`config.mk`:
```
export PLATFORM = sky130hd
export DESIGN_NAME = sdram_arbiter
export DESIGN_NICKNAME = d
export VERILOG_FILES = /design/src/rtl/sdram_arbiter.sv
export SDC_FILE = /design/constraint.sdc
export NUM_CORES = 1
export LEC_CHECK = 0
export ABC_AREA = 1
export CELL_PAD_IN_SITES_DETAIL_PLACEMENT = 1
export CELL_PAD_IN_SITES_GLOBAL_PLACEMENT = 2
export CORE_MARGIN = 2
export CORE_UTILIZATION = 21
export CTS_CLUSTER_DIAMETER = 80
export DETAILED_ROUTE_END_ITERATION = 7
export PLACE_DENSITY = 0.8
export REMOVE_ABC_BUFFERS = 1
export SYNTH_ARGS = -nofsm -noshare
export SYNTH_HDL_FRONTEND = slang
export SYNTH_SLANG_ARGS = --single-unit
export TNS_END_PERCENT = 50
```
`constraint.sdc`:
```
create_clock -name clk -period 2.5 [get_ports clk]
set_clock_uncertainty 0.05 [all_clocks]
set_input_delay 0.5 -clock clk [delete_from_list [all_inputs] [get_ports clk]]
set_output_delay 0.5 -clock clk [all_outputs]
set_load 0.01 [all_outputs]
```
`src/rtl/sdram_arbiter.sv`:
```
// -----------------------------------------------------------------------------
// sdram_arbiter
//   Three-port arbiter in front of a single-outstanding SDRAM controller.
//   Port 0 (video refill) has priority. Ports 1 (CPU) and 2 (DMA/audio) share
//   round-robin. A starvation counter limits how many port-0 grants in a row
//   can be made while port 1 or 2 is waiting.
//
// Ports
//   clk, reset_n        clock, asynchronous active-low reset
//   req_valid_i/we_i    per-port request valid / write enable (3 bits)
//   req_addr_i          packed per-port addresses, port 0 in the low slice
//   req_wdata_i         packed per-port write data
//   req_wmask_i         packed per-port byte masks
//   req_ready_o         per-port accept pulse (combinational from IDLE+valid)
//   rsp_valid_o         per-port completion pulse
//   rsp_rdata_o         read data, valid with rsp_valid_o
//   mem_*_o             command to the SDRAM controller
//   mem_ready_i         controller accepts the command
//   mem_ack_i/rdata_i   controller completion and read data
//   busy_o              high whenever the FSM is not IDLE
//   grant_o             port index owning the current transaction
// -----------------------------------------------------------------------------
module sdram_arbiter #(
  parameter int ADDR_W     = 24,
  parameter int DATA_W     = 32,
  parameter int STARVE_MAX = 4
) (
  input  logic                    clk,
  input  logic                    reset_n,
  input  logic [2:0]              req_valid_i,
  input  logic [2:0]              req_we_i,
  input  logic [3*ADDR_W-1:0]     req_addr_i,
  input  logic [3*DATA_W-1:0]     req_wdata_i,
  input  logic [3*(DATA_W/8)-1:0] req_wmask_i,
  output logic [2:0]              req_ready_o,
  output logic [2:0]              rsp_valid_o,
  output logic [DATA_W-1:0]       rsp_rdata_o,
  output logic                    mem_valid_o,
  output logic                    mem_we_o,
  output logic [ADDR_W-1:0]       mem_addr_o,
  output logic [DATA_W-1:0]       mem_wdata_o,
  output logic [DATA_W/8-1:0]     mem_wmask_o,
  input  logic                    mem_ready_i,
  input  logic                    mem_ack_i,
  input  logic [DATA_W-1:0]       mem_rdata_i,
  output logic                    busy_o,
  output logic [1:0]              grant_o
);

  localparam int MASK_W = DATA_W / 8;
  localparam int CNT_W  = $clog2(STARVE_MAX + 1);

  typedef enum logic [1:0] {IDLE = 2'd0, ISSUE = 2'd1, WAIT = 2'd2} state_e;

  state_e              state_q, state_d;
  logic                rr_ptr_q, rr_ptr_d;        // 0 -> port 1 next, 1 -> port 2 next
  logic [CNT_W-1:0]    starve_cnt_q, starve_cnt_d;
  logic                cmd_we_q;
  logic [ADDR_W-1:0]   cmd_addr_q;
  logic [DATA_W-1:0]   cmd_wdata_q;
  logic [MASK_W-1:0]   cmd_wmask_q;
  logic [1:0]          grant_q;
  logic                mem_valid_q, mem_valid_d;
  logic                busy_q, busy_d;
  logic [2:0]          rsp_valid_q, rsp_valid_d;
  logic [DATA_W-1:0]   rsp_rdata_q, rsp_rdata_d;

  logic                p12_s;
  logic                starve_s;
  logic                accept_s;
  logic [1:0]          rr_port_s;
  logic [1:0]          win_s;
  logic                sel_we_s;
  logic [ADDR_W-1:0]   sel_addr_s;
  logic [DATA_W-1:0]   sel_wdata_s;
  logic [MASK_W-1:0]   sel_wmask_s;

  assign p12_s    = req_valid_i[1] | req_valid_i[2];
  assign starve_s = p12_s && (starve_cnt_q == CNT_W'(STARVE_MAX));
  assign accept_s = (state_q == IDLE) && (|req_valid_i);

  // Winner selection: port 0 first unless starving ports 1/2, else round-robin
  always_comb begin
    rr_port_s = 2'd1;
    win_s     = 2'd0;
    if (req_valid_i[1] && req_valid_i[2]) begin
      rr_port_s = rr_ptr_q ? 2'd2 : 2'd1;
    end else if (req_valid_i[2]) begin
      rr_port_s = 2'd2;
    end else begin
      rr_port_s = 2'd1;
    end
    if (req_valid_i[0] && !starve_s) begin
      win_s = 2'd0;
    end else if (p12_s) begin
      win_s = rr_port_s;
    end else begin
      win_s = 2'd0;
    end
  end

  // Multiplex the winning port's command fields
  always_comb begin
    sel_we_s    = req_we_i[0];
    sel_addr_s  = req_addr_i[ADDR_W-1:0];
    sel_wdata_s = req_wdata_i[DATA_W-1:0];
    sel_wmask_s = req_wmask_i[MASK_W-1:0];
    case (win_s)
      2'd1: begin
        sel_we_s    = req_we_i[1];
        sel_addr_s  = req_addr_i[2*ADDR_W-1:ADDR_W];
        sel_wdata_s = req_wdata_i[2*DATA_W-1:DATA_W];
        sel_wmask_s = req_wmask_i[2*MASK_W-1:MASK_W];
      end
      2'd2: begin
        sel_we_s    = req_we_i[2];
        sel_addr_s  = req_addr_i[3*ADDR_W-1:2*ADDR_W];
        sel_wdata_s = req_wdata_i[3*DATA_W-1:2*DATA_W];
        sel_wmask_s = req_wmask_i[3*MASK_W-1:2*MASK_W];
      end
      default: begin
        sel_we_s    = req_we_i[0];
        sel_addr_s  = req_addr_i[ADDR_W-1:0];
        sel_wdata_s = req_wdata_i[DATA_W-1:0];
        sel_wmask_s = req_wmask_i[MASK_W-1:0];
      end
    endcase
  end

  // Round-robin pointer and starvation counter next-state
  always_comb begin
    rr_ptr_d     = rr_ptr_q;
    starve_cnt_d = starve_cnt_q;
    if (accept_s && (win_s == 2'd1)) begin
      rr_ptr_d = 1'b1;
    end else if (accept_s && (win_s == 2'd2)) begin
      rr_ptr_d = 1'b0;
    end else begin
      rr_ptr_d = rr_ptr_q;
    end
    // Nobody waiting on 1/2 means nobody is being starved
    if (!p12_s) begin
      starve_cnt_d = {CNT_W{1'b0}};
    end else if (accept_s && (win_s == 2'd0)) begin
      if (starve_cnt_q != CNT_W'(STARVE_MAX)) begin
        starve_cnt_d = starve_cnt_q + CNT_W'(1);
      end else begin
        starve_cnt_d = starve_cnt_q;
      end
    end else if (accept_s) begin
      starve_cnt_d = {CNT_W{1'b0}};
    end else begin
      starve_cnt_d = starve_cnt_q;
    end
  end

  // FSM state register
  always_ff @(posedge clk or negedge reset_n) begin
    if (!reset_n) begin
      state_q <= IDLE;
    end else begin
      state_q <= state_d;
    end
  end

  // FSM next-state logic
  always_comb begin
    state_d = state_q;
    case (state_q)
      IDLE:    if (accept_s)    state_d = ISSUE; else state_d = IDLE;
      ISSUE:   if (mem_ready_i) state_d = WAIT;  else state_d = ISSUE;
      WAIT:    if (mem_ack_i)   state_d = IDLE;  else state_d = WAIT;
      default: state_d = IDLE;
    endcase
  end

  // FSM outputs: accept pulse plus next values of the registered outputs
  always_comb begin
    req_ready_o = 3'b000;
    rsp_valid_d = 3'b000;
    rsp_rdata_d = rsp_rdata_q;
    mem_valid_d = (state_d == ISSUE);
    busy_d      = (state_d != IDLE);
    case (state_q)
      IDLE: begin
        if (accept_s) begin
          req_ready_o = 3'b001 << win_s;
        end else begin
          req_ready_o = 3'b000;
        end
      end
      WAIT: begin
        if (mem_ack_i) begin
          rsp_valid_d = 3'b001 << grant_q;
          rsp_rdata_d = mem_rdata_i;
        end else begin
          rsp_valid_d = 3'b000;
        end
      end
      default: begin
        req_ready_o = 3'b000;
      end
    endcase
  end

  // Arbitration state, latched command and registered outputs
  always_ff @(posedge clk or negedge reset_n) begin
    if (!reset_n) begin
      rr_ptr_q     <= 1'b0;
      starve_cnt_q <= {CNT_W{1'b0}};
      cmd_we_q     <= 1'b0;
      cmd_addr_q   <= {ADDR_W{1'b0}};
      cmd_wdata_q  <= {DATA_W{1'b0}};
      cmd_wmask_q  <= {MASK_W{1'b0}};
      grant_q      <= 2'd0;
      mem_valid_q  <= 1'b0;
      busy_q       <= 1'b0;
      rsp_valid_q  <= 3'b000;
      rsp_rdata_q  <= {DATA_W{1'b0}};
    end else begin
      rr_ptr_q     <= rr_ptr_d;
      starve_cnt_q <= starve_cnt_d;
      mem_valid_q  <= mem_valid_d;
      busy_q       <= busy_d;
      rsp_valid_q  <= rsp_valid_d;
      rsp_rdata_q  <= rsp_rdata_d;
      if (accept_s) begin
        cmd_we_q    <= sel_we_s;
        cmd_addr_q  <= sel_addr_s;
        cmd_wdata_q <= sel_wdata_s;
        cmd_wmask_q <= sel_wmask_s;
        grant_q     <= win_s;
      end
    end
  end

  assign rsp_valid_o = rsp_valid_q;
  assign rsp_rdata_o = rsp_rdata_q;
  assign mem_valid_o = mem_valid_q;
  assign mem_we_o    = cmd_we_q;
  assign mem_addr_o  = cmd_addr_q;
  assign mem_wdata_o = cmd_wdata_q;
  assign mem_wmask_o = cmd_wmask_q;
  assign busy_o      = busy_q;
  assign grant_o     = grant_q;

endmodule

```
== After elaboration in Yosys (flattened, before gate mapping) ==
Index checks and enable logic that the tools add are counted.

* Add/subtract/negate cells: 1
* Reduce and logical (&&, ||, !) cells: 15
* Equal/unequal tests: 9
* Multiplexer cells: 23
* Shifts and indexed selects: 2
* Bitwise operators: 1

{| class="wikitable"
|+ Operator list
! cell !! count
|-
| one-hot mux 32 bit (2 select lines) || 1
|-
| one-hot mux 24 bit (2 select lines) || 1
|-
| two-way mux 3 bit || 8
|-
| two-way mux 2 bit || 7
|-
| one-hot mux 4 bit (2 select lines) || 1
|-
| logical AND 1 bit || 7
|-
| == test 2 x 1 -> 1 bit, second input constant || 3
|-
| one-hot mux 2 bit (3 select lines) || 1
|-
| << shifter 1 x 2 -> 3 bit, first input constant || 2
|-
| == test 2 bit, second input constant || 2
|-
| zero test 2 bit || 2
|-
| AND reduction 2 bit || 2
|-
| nonzero test 2 bit || 2
|-
| adder 3 x 1 -> 3 bit, second input constant || 1
|-
| == test 3 bit, second input constant || 1
|-
| two-way mux 1 bit || 3
|-
| != test 3 x 1 -> 1 bit, second input constant || 1
|-
| != test 3 x 2 -> 1 bit, second input constant || 1
|-
| != test 3 bit, second input constant || 1
|-
| OR reduction 3 bit || 1
|-
| one-hot mux 1 bit (2 select lines) || 1
|-
| zero test 1 bit || 1
|-
| bitwise OR 1 bit || 1
|}

* Register bits: 106
* Input port bits: 222

== Longest topological paths before layout ==
* Depth after elaboration: 9
* Gate-level depth with buffers: 13

== Least setup slack after synthesis ==
No wires, ideal clock.

* Path type: register to output
* From: register starve_cnt_q[0]
* To: output port req_ready_o[2]
* Arrival time: 1.793 ns
* Required time: 1.950 ns
* Path slack: 0.157 ns
* Stages on the path, launching flop included: 12
* Cells stage by stage: dfrtp_1 > inv_1 > ha_1 > nand2_1 > o21ai_0 > nand2_1 > inv_1 > ha_1 > clkbuf_1 > buf_2 > inv_1 > nor2_1

* Word-level cells in the longest chain between the ends: 8

{| class="wikitable"
|+ Ends and longest elaborated chain
! item !! RTL line !! RTL
|-
| start, declared || 57 || <nowiki>logic [CNT_W-1:0] starve_cnt_q, starve_cnt_d;</nowiki>
|-
| start signal, assigned || 210 || <nowiki>starve_cnt_q <= {CNT_W{1'b0}};</nowiki>
|-
| start signal, assigned || 222 || <nowiki>starve_cnt_q <= starve_cnt_d;</nowiki>
|-
| == test 3 bit || 79 || <nowiki>assign starve_s = p12_s && (starve_cnt_q == CNT_W'(STARVE_MAX));</nowiki>
|-
| logical AND 1 bit || 79 ||
|-
| zero test 1 bit || 93 || <nowiki>if (req_valid_i[0] && !starve_s) begin</nowiki>
|-
| logical AND 1 bit || 93 ||
|-
| two-way mux 2 bit || 93 ||
|-
| named net win_s[1] || 72 || <nowiki>logic [1:0] win_s;</nowiki>
|-
| << shifter 1 x 2 -> 3 bit || 187 || <nowiki>req_ready_o = 3'b001 << win_s;</nowiki>
|-
| two-way mux 3 bit || 186 || <nowiki>if (accept_s) begin</nowiki>
|-
| two-way mux 3 bit || 184 || <nowiki>case (state_q)</nowiki>
|-
| end, declared || 35 || <nowiki>output logic [2:0] req_ready_o,</nowiki>
|}

The timed path passes the listed nets, and every way through them passes these cells.

== Worst setup path in the final report ==
* From: register starve_cnt_q[0]
* To: output port req_ready_o[2]

* Word-level cells in the longest chain between the ends: 8

{| class="wikitable"
|+ Ends and longest elaborated chain
! item !! RTL line
|-
| == test 3 bit || 79
|-
| logical AND 1 bit || 79
|-
| zero test 1 bit || 93
|-
| logical AND 1 bit || 93
|-
| two-way mux 2 bit || 93
|-
| << shifter 1 x 2 -> 3 bit || 187
|-
| two-way mux 3 bit || 186
|-
| two-way mux 3 bit || 184
|}

Every way passes these cells.

==> run metrics <==
drt total wl 21000 um; Final Setup Violations 0; I/O pin cnt approximately 330; via count around 5400; Top Metal Used met4; Inserted Clock Buffers 9; Worst Setup Start Kind register; Tot Pwr slightly above 9 mW; Syn Inst Count between 600 and 700; ys flop type dfrtp_1; mapped cell area 5552 sq um; die width 166.6 um; WP data arrival 1.82 ns; Synth warnings 0; FF+latch count, synth about 110; Clk pin slew, worst setup/hold paths 0.08 ns; PwrDens 949.7 nW/um^2; Max Cap Viol 0; leading cell types by count after synthesis 259 x nand2_1, 106 x dfrtp_1, 61 x mux2i_1; Starting Density 0.2136; Leakage 4.455 nW; kind of critical path register to output port; drt first pass iters 4; vias in the first global route 5675; Yosys cell types 30; Area growth syn-to-layout 72.84%; Avg Cell Area, Syn 9.222 sq um; post-DP HPWL 15940 um; Slew @ Worst Pin 0.7100 ns; nets@finish 1157; outcome finished, final reports clean; cell area after layout 9595 sq um; maximum vdd drop 0.0004422 V; fmax 421.9 MHz; CP Capture Type output port; Placer Congestion 0.7504; DR WL met3 1656 um; Routed Antenna Nets 0; largest net degree at the start of global routing 107; met2 wire length 10560 um; Synth area leaders dfrtp_1 48%, nand2_1 18%, mux2i_1 11%; top cell type's share of synthesized area 0.4778; critical path fanouts, max 3; vias per std cell 4.234; Async S/R FF share, synth 1.000; Cell Rows 59; Tightest Hold Check Type input port to async pin; DP Area 9269 sq um; most common cell in the synthesized netlist nand2_1; DIE AREA 27750 sq um; Starting DRT DRC Count 201; port bufs 324; Max transition margin 0.5267; Remaining Overflow, GRT 0; R2R depth 13; Util after Layout 0.3693; M1 WL around 8600 um; Max Slew Vio Count 0; Final Hold Viols 0; Final min period 2.370 ns; Chip Height 166.6 um; Sink Count 106; clock buffer depth 2; Worst EP required 1.95 ns; H-tree depth 3; DR WL/cell 16.52 um; antenna diode count 0; CTS tree done; antenna violations before repair 0; period utilization 0.9480; clock root cell clkbuf_16; Core Area 25980 sq um; register area share after synthesis 0.4778; GRT Total Usage 0.1497; Post-CTS Hold Buffers 0; Remaining DRCs 0; Synth area leader dfrtp_1; layout cells sized above 1 0.1378; first-pass GRT wire length 32660 um; Clk Latency, worst-skew pair 0.35 ns; Post-synth EDFFs 0
==> state kept, by name, summed over array words and instances (netlist names) <==
signal,count
busy_o,1
grant_o,2
mem_addr_o,24
mem_valid_o,1
mem_wdata_o,32
mem_we_o,1
mem_wmask_o,4
rr_ptr_q,1
rsp_rdata_o,32
rsp_valid_o,3
starve_cnt_q,3
state_q,2
==> report_power, final <==
part / total, mW / internal, mW / switching (mW)
clock network: 1.44 / 0.703 / 0.740
registers: 2.93 / 2.50 / 0.428
logic: 4.74 / 2.56 / 2.18
==> worst max-delay path: stages (launching register included) <==
cell	delay, ns
dfrtp_1	0.40
inv_2	0.09
ha_4	0.14
nand2_2	0.06
o21ai_2	0.18
nand2_2	0.09
buf_4	0.15
ha_4	0.16
inv_2	0.05
nor2_1	0.04
buf_2	0.13
==> what timing repair did <==
item	CTS	global route
pin swaps	2	2
setup endpoints to repair	52	63
resized for setup	11	13
buffers inserted	1	1
==> cells in the final DEF, fill, tap and decap left out, types with 2 or more instances in the layout <==
cell type / count
ha_4: 3
clkdlybuf4s50_1: 318
buf_12: 6
o21ai_1: 5
nand2_1: 255
inv_2: 4
nand4_1: 3
mux2_2: 32
inv_8: 2
dlygate4sd2_1: 3
nand2_2: 5
dfrtp_1: 106
nor2_1: 5
buf_4: 26
o21ai_2: 30
o21ai_0: 30
nor3b_1: 2
inv_1: 9
nand3_1: 2
clkbuf_16: 9
inv_6: 2
mux2i_1: 61
==> metrics by stage <==
stage	setup slack, ns	setup TNS [ns]	std cells	hold WS, ns
after floorplan	-1.055	-65.44	564	0.1544
after global placement	-0.4129	-21.48	1253	0.4148
after CTS	-0.08234	-0.08234	1270	0.2047
after global routing	-0.008761	-0.01357	1271	0.2250
final	0.1299	0	1271	0.1784
after detailed placement	-0.4739	-25.65	1253	0.4171
==> layout make-up <==
class | count | area (sq um)
clock inverter | 6 | 56.30
timing repair buffer | 356 | 3546
inverter | 14 | 55.05
sequential | 106 | 2653
clock buffer | 10 | 229.0
multi-input combinational | 444 | 2638
tap | 335 | 419.2
fill | 3032 | 16390
==> per-layer routing <==
metal  vias up  GRT usage
met1      2527     0.1751
met3         9    0.04610
li1       2626          -
met5         -          0
met2       219     0.2693
met4         0    0.03148
==> final timing paths <==
| path | from | endpoint | slack (ns) |
|---|---|---|---|
| worst max-delay path | starve_cnt_q[0] | req_ready_o[2] | 0.13 |
| worst min-delay path | reset_n | rsp_rdata_o[18] | 0.18 |
| worst max register to register | starve_cnt_q[0] | mem_addr_o[2] | 0.24 |
| worst min register to register | mem_addr_o[9] | mem_addr_o[9] | 0.43 |
| max in group asynchronous | reset_n | mem_wmask_o[3] | 1.78 |
| min in group clk | mem_addr_o[9] | mem_addr_o[9] | 0.43 |
==> logic make-up (layout without fill, tap and decap cells) <==
kind of cell / Yosys count / count (layout) / share of synthesized area
xor gates and xnor gates: 1 / 1 / 0.001578
AOI/OAI and AO/OA: 69 / 69 / 0.08497
DFF: 106 / 106 / 0.4778
buffers and inverters: 52 / 386 / 0.05635
and+or+nand+nor: 277 / 277 / 0.1954
muxes: 93 / 93 / 0.1749
adders and majority gates: 4 / 4 / 0.009015
Note: power is estimated with default switching activity, not from simulation.
